[config.mk]
export PLATFORM = sky130hd
export DESIGN_NAME = guess_game_ctrl
export DESIGN_NICKNAME = d
export VERILOG_FILES = /design/src/rtl/guess_pkg.sv /design/src/rtl/guess_lfsr.sv /design/src/rtl/guess_game_ctrl.sv
export SDC_FILE = /design/constraint.sdc
export NUM_CORES = 1
export LEC_CHECK = 0
export ABC_AREA = 1
export CORE_MARGIN = 8
export CORE_UTILIZATION = 59
export DETAILED_ROUTE_END_ITERATION = 10
export PLACE_DENSITY = 0.89
export SETUP_SLACK_MARGIN = 0.1
export SLEW_MARGIN = 20
export SYNTH_ARGS = -nofsm -noshare
export SYNTH_HDL_FRONTEND = slang
export SYNTH_SLANG_ARGS = --single-unit
[constraint.sdc]
create_clock -name clk -period 3.99 [get_ports clk]
set_input_delay 0.9975 -clock clk [delete_from_list [all_inputs] [get_ports clk]]
set_output_delay 0.9975 -clock clk [all_outputs]
set_load 0.01 [all_outputs]
[src/rtl/guess_pkg.sv]
// Shared constants, FSM encoding and secret reduction for the guess-the-number game.
package guess_pkg;

    localparam int unsigned RANGE_MAX = 100;

    localparam logic [7:0] CHR_0  = 8'h30;
    localparam logic [7:0] CHR_9  = 8'h39;
    localparam logic [7:0] CHR_CR = 8'h0D;
    localparam logic [7:0] CHR_LF = 8'h0A;
    localparam logic [7:0] CHR_L  = 8'h4C;
    localparam logic [7:0] CHR_H  = 8'h48;
    localparam logic [7:0] CHR_C  = 8'h43;
    localparam logic [7:0] CHR_E  = 8'h45;
    localparam logic [7:0] CHR_X  = 8'h58;

    typedef enum logic [1:0] {
        StParse,
        StCheck,
        StSend,
        StOver
    } state_e;

    // Fold the low 7 LFSR bits into 0..99; 100..127 map onto 72..99.
    function automatic logic [6:0] reduce_secret(input logic [7:0] v);
        if (v[6:0] < 7'(RANGE_MAX)) begin
            return v[6:0];
        end
        return v[6:0] - 7'(128 - RANGE_MAX);
    endfunction

endpackage

[src/rtl/guess_lfsr.sv]
// Free-running 8-bit Fibonacci LFSR (x^8+x^6+x^5+x^4+1) with its value reduced to 0..99.
module guess_lfsr
    import guess_pkg::*;
#(
    parameter logic [7:0] LFSR_SEED = 8'hA5
) (
    input  logic       clk,
    input  logic       rst,
    output logic [6:0] rand_val
);

    logic [7:0] lfsr;

    // Shift every cycle; feedback is the XOR of taps 8, 6, 5, 4.
    always_ff @(posedge clk or posedge rst) begin
        if (rst) begin
            lfsr <= LFSR_SEED;
        end else begin
            lfsr <= {lfsr[6:0], lfsr[7] ^ lfsr[5] ^ lfsr[4] ^ lfsr[3]};
        end
    end

    assign rand_val = reduce_secret(lfsr);

endmodule

[src/rtl/guess_game_ctrl.sv]
// Guess-the-number sequencer: parses ASCII guesses from the UART receiver, compares them with
// a latched secret and streams a three-byte verdict to the UART transmitter.
module guess_game_ctrl
    import guess_pkg::*;
#(
    parameter int unsigned MAX_TRIES  = 7,
    parameter int unsigned MAX_DIGITS = 3,
    parameter logic [7:0]  LFSR_SEED  = 8'hA5
) (
    input  logic       clk,
    input  logic       rst,
    input  logic [7:0] rx_data,
    input  logic       rx_valid,
    output logic [7:0] tx_data,
    output logic       tx_valid,
    input  logic       tx_ready,
    input  logic       new_game,
    output logic [3:0] tries_left,
    output logic       game_over,
    output logic       win,
    output logic [6:0] secret
);

    localparam logic [3:0] MaxTries  = 4'(MAX_TRIES);
    localparam logic [3:0] MaxDigits = 4'(MAX_DIGITS);

    state_e      state;
    logic [9:0]  acc;
    logic [3:0]  count;
    logic        err;
    logic        pend;
    logic        game_end;
    logic [1:0]  byte_idx;
    logic [6:0]  rand_val;

    logic        is_digit;
    logic        is_term;
    logic [13:0] acc_mul;
    logic [9:0]  acc_sat;
    logic [3:0]  count_inc;
    logic [3:0]  tries_dec;
    logic        apply;

    guess_lfsr #(
        .LFSR_SEED(LFSR_SEED)
    ) u_lfsr (
        .clk     (clk),
        .rst     (rst),
        .rand_val(rand_val)
    );

    // Parser arithmetic and the new-game apply condition (a live pulse counts as pending).
    always_comb begin
        is_digit  = (rx_data >= CHR_0) && (rx_data <= CHR_9);
        is_term   = (rx_data == CHR_CR) || (rx_data == CHR_LF);
        acc_mul   = 14'(acc) * 14'd10 + 14'(rx_data[3:0]);
        acc_sat   = (acc_mul > 14'd1023) ? 10'd1023 : acc_mul[9:0];
        count_inc = (count == 4'hF) ? count : count + 4'd1;
        tries_dec = tries_left - 4'd1;
        apply     = (pend || new_game) && ((state == StParse) || (state == StOver));
    end

    // Game FSM with registered outputs.
    always_ff @(posedge clk or posedge rst) begin
        if (rst) begin
            state      <= StParse;
            acc        <= '0;
            count      <= '0;
            err        <= 1'b0;
            pend       <= 1'b0;
            game_end   <= 1'b0;
            byte_idx   <= '0;
            tx_data    <= '0;
            tx_valid   <= 1'b0;
            tries_left <= MaxTries;
            game_over  <= 1'b0;
            win        <= 1'b0;
            secret     <= reduce_secret(LFSR_SEED);
        end else begin
            pend <= pend | new_game;
            if (apply) begin
                // Any byte arriving with the apply is dropped along with the old parser state.
                pend       <= 1'b0;
                secret     <= rand_val;
                tries_left <= MaxTries;
                game_over  <= 1'b0;
                win        <= 1'b0;
                game_end   <= 1'b0;
                acc        <= '0;
                count      <= '0;
                err        <= 1'b0;
                state      <= StParse;
            end else begin
                unique case (state)
                    StParse: begin
                        if (rx_valid) begin
                            if (is_digit) begin
                                acc   <= acc_sat;
                                count <= count_inc;
                                if (count_inc > MaxDigits) begin
                                    err <= 1'b1;
                                end
                            end else if (is_term) begin
                                // Empty lines are ignored so CR LF yields a single guess.
                                if (count != 4'd0) begin
                                    state <= StCheck;
                                end
                            end else begin
                                err <= 1'b1;
                            end
                        end
                    end
                    StCheck: begin
                        tx_valid <= 1'b1;
                        byte_idx <= 2'd0;
                        state    <= StSend;
                        acc      <= '0;
                        count    <= '0;
                        err      <= 1'b0;
                        if (err || (acc >= 10'(RANGE_MAX))) begin
                            tx_data <= CHR_E;
                        end else if (acc == 10'(secret)) begin
                            tx_data  <= CHR_C;
                            win      <= 1'b1;
                            game_end <= 1'b1;
                        end else begin
                            tries_left <= tries_dec;
                            if (tries_dec == 4'd0) begin
                                tx_data  <= CHR_X;
                                win      <= 1'b0;
                                game_end <= 1'b1;
                            end else if (acc < 10'(secret)) begin
                                tx_data <= CHR_L;
                            end else begin
                                tx_data <= CHR_H;
                            end
                        end
                    end
                    StSend: begin
                        if (tx_ready) begin
                            case (byte_idx)
                                2'd0: begin
                                    tx_data  <= CHR_CR;
                                    byte_idx <= 2'd1;
                                end
                                2'd1: begin
                                    tx_data  <= CHR_LF;
                                    byte_idx <= 2'd2;
                                end
                                default: begin
                                    tx_data   <= '0;
                                    tx_valid  <= 1'b0;
                                    game_over <= game_end;
                                    state     <= game_end ? StOver : StParse;
                                end
                            endcase
                        end
                    end
                    StOver: begin
                        // Wait for a new game; received bytes are dropped.
                    end
                    default: state <= StParse;
                endcase
            end
        end
    end

endmodule

* Word-level counts from Yosys, hierarchy flattened
Cells that the tools add are included.
Storage, ports and cells: register bits 51, output and inout port bits 22, logic and storage cells 141
Cells by class: $add $sub $neg 4, multiply operators 1, magnitude comparators 7, eq/ne operators 23, muxes and demuxes 60, bitwise logic cells 5, reductions and logical operators 27
Operator list (count):
- 10-bit two-way mux | 4
- 4-bit two-way mux | 8
- 1-bit two-way mux | 23
- 3-bit inequality test, second input constant | 7
- 10-bit case mux with 2 select lines | 1
- 2-bit two-way mux | 9
- 8-bit by 4-bit == test with 1-bit output, second input constant | 2
- 4-bit case mux with 2 select lines | 2
- 8-bit case mux with 2 select lines | 1
- 5-bit two-way mux | 3
- 3-bit AND reduction | 5
- 14-bit by 4-bit adder with 14-bit output | 1
- 14-bit by 10-bit greater-than comparator with 1-bit output, second input constant | 1
- 7-bit two-way mux | 2
- 10-bit by 3-bit multiplier with 13-bit output, second input constant | 1
- 4-bit AND reduction | 3
- 10-bit by 7-bit == test with 1-bit output | 1
- 10-bit by 7-bit greater-or-equal comparator with 1-bit output, second input constant | 1
- 10-bit by 7-bit < comparator with 1-bit output | 1
- 8-bit by 6-bit greater-or-equal comparator with 1-bit output, second input constant | 1
- 8-bit by 6-bit <= comparator with 1-bit output, second input constant | 1
- 8-bit two-way mux | 1
- 2-bit inequality test, second input constant | 4
- 2-bit case mux with 2 select lines | 2
- other kinds (27) | 42

* Longest topological paths before layout
depth in word-level cells 8, gate-level depth with buffers 17

* Hierarchy
A second synthesis with hierarchy kept.
Unflattened totals: cells, all modules 495, area, all modules 3629.7 um^2
Modules (own cells, without submodules):
- guess_game_ctrl | times used 1, cells each 450, area an instance 3239.4 um^2, sequential area each 1033.5 um^2
- guess_lfsr | times used 1, cells each 45, area an instance 390.4 um^2, sequential area each 205.2 um^2

* Worst setup path after synthesis
Ideal clock, no wire load.
kind input -> register, start input rx_data[1], end register acc[3], setup time 0.117 ns, data arrival time 2.455 ns, required time 3.873 ns, slack 1.418 ns, stages on the path 14, path buffers 0, path through ha_1 -> fa_1 -> nand2_1 -> a21oi_1 -> nand2_1 -> nor2_1 -> nand2_1 -> nand2_1 -> nor2_4 -> nor2_4 -> nor2_8 -> nand3_1 -> nand2_1 -> nand2_1
Between the ends: cells in the longest elaborated chain, start to end 7, elaborated cells between the ends (all ways) 12, those cells by class add/sub: 1; order compare: 3; eq/ne: 1; mux: 5; reduce/logical: 2
Ends and longest elaborated chain:
- from (decl) | RTL line guess_game_ctrl.sv:12 | input logic [7:0] rx_data,
- 14-bit by 4-bit adder with 14-bit output | RTL line guess_game_ctrl.sv:56 | acc_mul = 14'(acc) * 14'd10 + 14'(rx_data[3:0]);
- 14-bit by 10-bit greater-than comparator with 1-bit output | RTL line guess_game_ctrl.sv:57 | acc_sat = (acc_mul > 14'd1023) ? 10'd1023 : acc_mul[9:0];
- 10-bit two-way mux | RTL line guess_game_ctrl.sv:57
- 10-bit two-way mux | RTL line guess_game_ctrl.sv:97 | if (is_digit) begin
- 10-bit two-way mux | RTL line guess_game_ctrl.sv:96 | if (rx_valid) begin
- 10-bit case mux with 2 select lines | RTL line guess_game_ctrl.sv:94 | unique case (state)
- 10-bit two-way mux | RTL line guess_game_ctrl.sv:81 | if (apply) begin
- to (signal assigned) | RTL line guess_game_ctrl.sv:98 | acc <= acc_sat;
- to (decl) | RTL line guess_game_ctrl.sv:28 | logic [9:0] acc;
Parallel ways exist; a longest one is shown, timed or not. The select of a mux whose other input is x is not followed. A chain may end at the register's enable or synchronous reset.

* Worst setup path after layout
Same ends and word-level chain as after synthesis.

==> summary.md <==
The flow ran to the end, and the final reports show no timing, DRC or antenna violations. The compound-gate portion of the synthesized area was 0.0933. The die height came out at 92.5 µm. During synthesis, Yosys emitted a total of 0 warnings. Entering global routing, the biggest net connects 50 pins. The tools report the accumulated negative setup slack as 0 ps. The final instance count without filler cells is 574, and the number of global-route vias before repair is 3141.

The run gives 0.359 as the sequential cell area fraction in the yosys report. For the worst setup path, the data required time is 4190 ps. Number of setup violations in the final report: 0. The path class of the tightest hold or removal check is reg -> reg.

The share of the cycle needed by the critical path after routing came out at 0.731. For this design the ratio of total power to cell area is 829 nW/µm². The post-detailed-placement half-perimeter wirelength was 5730 µm; the worst slack on hold paths was 389 ps.

For the finished layout, the period the worst path requires is 2910 ps. The first global-routing pass estimated 13300 µm of wire. After detailed routing, the number of vias per cell comes to 5.32.

The max-capacitance violation count is 0, and the total track usage is 0.185. Detailed routing inserted a total of 3051 vias. The worst setup path is launched from a primary input. The worst slew margin relative to its limit was 0.466. The critical path in this run is classified as in -> reg. The tools report the number of antenna violations at the first check in global routing as 0.

The maximum achievable frequency came out at 343 MHz. For this run, the detailed router's first-pass iteration total came to 4. The startpoint identified for the worst register-to-register timing path is acc[1]$_DFFE_PP0P_. Setup repair after global routing left no endpoint under its margin. Along the worst hold path, the cell count comes to 0. For this block, the initial DRC count from the detailed router was 137.

0 antenna diodes ended up in the layout. After detailed routing, the total wire length is 7380 µm. For the routability congestion estimate, the log shows 0.856. The destination of the worst hold path is u_lfsr.lfsr[2]$_DFF_PP1_.

The quantity of hold-fixing buffers added after cts came out at 0. Once layout is done, the placed cells without fillers occupy 3940 µm². For the worst setup path, the data arrival time is 3120 ps.

The number of flip-flops and latches in the synthesized netlist was 49; the post-cts sizing count was 0. A synthesized cell averages 7.45 µm². IR analysis of the VDD net gives a maximum drop of 682 µV. The core region is 5780 µm². The count of buffers added on input and output ports is 32. The die boundary width is 92.5 µm.

The run gives 0 as the number of hold violations in the final report. The synthesized netlist contains 42 unique library cells. The arithmetic-cell share of the synthesized area counting full adders, half adders and majority gates was 0.135. Synthesis handed over a netlist of 463 instances. The placed instances occupy a cell area of 3840 µm².

Leaving out fill and tap cells, the most frequent cells in the layout are 125 x sky130_fd_sc_hd__nand2_1, 66 x sky130_fd_sc_hd__inv_1, 42 x sky130_fd_sc_hd__nand3_1. Leaving out fill and tap cells, the most frequent cell in the layout is sky130_fd_sc_hd__nand2_1. The number of buffers created by CTS was 5; the peak fanout along the critical path was 10. The logs give 8550 µm² for the total die area and 49 for the count of clock tree sinks.

The max-slew violation count was 0. The count of buffers added by post-CTS timing repair for setup is 0, and the slew at the pin closest to its max-slew limit is 800 ps. The tools report the multi-input logic area as 1900 µm². Compared with the post-synthesis result, the final layout area differs by 14.3%. The worst min-delay path startpoint is u_lfsr.lfsr[1]$_DFF_PP0_.

Remaining routing DRC violations: 0. Main combinational cell family by area after synthesis: simple AND/OR/NAND/NOR gates. The xor and xnor fraction of the mapped netlist area is 0.0327, and the source-to-sink clock delay at the later pin of the worst-skew pair is 300 ps. The fraction of layout instances using a drive strength above 1 works out to 0.0842. Level count of the clock H-tree: 2. Global routing finished with a remaining overflow of 0. The clock-pin slew reported for the worst setup and hold paths after clock tree synthesis was 90 ps.

Including well taps, the total number of placed cells is 566. The layout has 477 filler cells. The clock skew after layout is 6.09 ps. After floorplanning, the core was divided into 28 placement rows. The area taken by flip-flops and latches was 1240 µm².

The multiplexer fraction of the synthesized cell area is 0, and the number of ports placed on the die boundary is 35. Category of the worst setup path capture point: a flip-flop. The clock passes through at most 2 buffers. In the final routed layout, each cell accounts on average for 12.9 µm. The detail route stage leaves a number of antenna-violating nets equal to 0.

The simple-gate share of the synthesized area was 0.287; the number of nets in the layout was 547. The root buffer cell chosen for the clock tree is sky130_fd_sc_hd__clkbuf_8. TritonCTS built the clock tree. The setup slack of the worst register-to-register path was 1190 ps.

The leakage component of the power came out at 2.01 nW. In this run the cell area of the synthesized design comes to 3450 µm². The tools report the terminus of the critical flop-to-flop path as acc[3]$_DFFE_PP0P_. Worst reg-to-reg path cell count: 16. The initial core utilization was 0.597.
==> how the worst max path moves through the flow <==
stage,cells after the start,endpoint,startpoint,slack [ps]
after floorplan,14,acc[3]$_DFFE_PP0P_,rx_data[1],1420
after global placement,15,acc[7]$_DFFE_PP0P_,rx_data[1],870
after detailed placement,15,acc[3]$_DFFE_PP0P_,rx_data[1],750
after CTS,15,acc[5]$_DFFE_PP0P_,rx_data[1],1070
after global routing,15,acc[3]$_DFFE_PP0P_,rx_data[1],870
final,15,acc[3]$_DFFE_PP0P_,rx_data[1],1080
==> final cells by class <==
type                    instances  share of cell area
clock inverters                 2             0.00349
inverters                      74              0.0708
well taps                      75              0.0238
clock buffers                   6              0.0210
multi-input cells             334               0.482
flip-flops and latches         49               0.314
repair buffers                 34              0.0851
==> power by group <==
group	switching, W	leakage, nW	total [W]	internal, W
sequential	0.000146	0.607	0.000795	0.000648
clock	0.000170	0.0512	0.000311	0.000141
combinational	0.00135	1.35	0.00216	0.000807
==> through the flow <==
stage / power (W) / setup WS, ps / utilization
finish: 0.00327 / 1080 / 0.682
global route: 0.00363 / 871 / 0.682
CTS: 0.00327 / 1070 / 0.682
detailed placement: 0.00294 / 748 / 0.665
global placement: 0.00284 / 865 / 0.665
floorplan: 0.00243 / 1420 / -
==> registers in the layout, summed over array words and instances (netlist names), 2 cells and up <==
name,count
acc,10
u_lfsr.lfsr,8
secret,7
tx_data,6
count,4
tries_left,4
byte_idx,2
state,2
==> routing by layer <==
layer | up-vias | GRT usage | routed length, µm
met1 | 1422 | 0.209 | 3220
met4 | 0 | 0.0738 | 107
li1 | 1541 | - | -
met5 | - | 0 | 0
met3 | 11 | 0.0429 | 416
met2 | 77 | 0.328 | 3630
==> cell usage after synthesis (all sizes together) <==
cell	count	area [µm²]
nand3	43	220
clkbuf	1	3.75
o21ai	32	164
o21a	1	7.51
nor2	43	208
or2	2	12.5
o311ai	1	8.76
xnor2	5	43.8
clkinv	1	3.75
xor2	7	68.8
nand2	130	500
buf	6	33.8
nand4	3	18.8
inv	73	274
a21oi	17	88.8
o22ai	1	6.26
conb	1	3.75
ha	34	425
a32o	1	10.0
nor3b	1	7.51
a22oi	1	7.51
a31oi	2	12.5
a211oi	1	7.51
dfstp	10	263
fa	2	40.0
nand3b	1	7.51
nor3	2	10.0
o2111ai	1	8.76
and2	1	6.26
dfrtp	39	976
==> kinds of logic (layout without fill, tap and decap cells) <==
group | after synthesis | after routing
simple gates | 226 | 226
buf+inv | 81 | 116
compound gates | 58 | 58
flops | 49 | 49
fa+ha+maj | 36 | 36
xor+xnor | 12 | 12
other cells | 1 | 2
==> critical path, cell delays in order <==
cell and delay, ps:
sky130_fd_sc_hd__clkdlybuf4s50_1 450, sky130_fd_sc_hd__ha_1 260, sky130_fd_sc_hd__fa_1 420, sky130_fd_sc_hd__nand2_1 80, sky130_fd_sc_hd__a21oi_1 80, sky130_fd_sc_hd__nand2_1 90, sky130_fd_sc_hd__nor2_1 40, sky130_fd_sc_hd__nand2_1 90
sky130_fd_sc_hd__nand2_1 90, sky130_fd_sc_hd__nor2_4 110, sky130_fd_sc_hd__nor2_4 50, sky130_fd_sc_hd__nor2_8 130, sky130_fd_sc_hd__nand3_1 90, sky130_fd_sc_hd__nand2_1 80, sky130_fd_sc_hd__nand2_1 50
(Power assumes the default switching activity.)
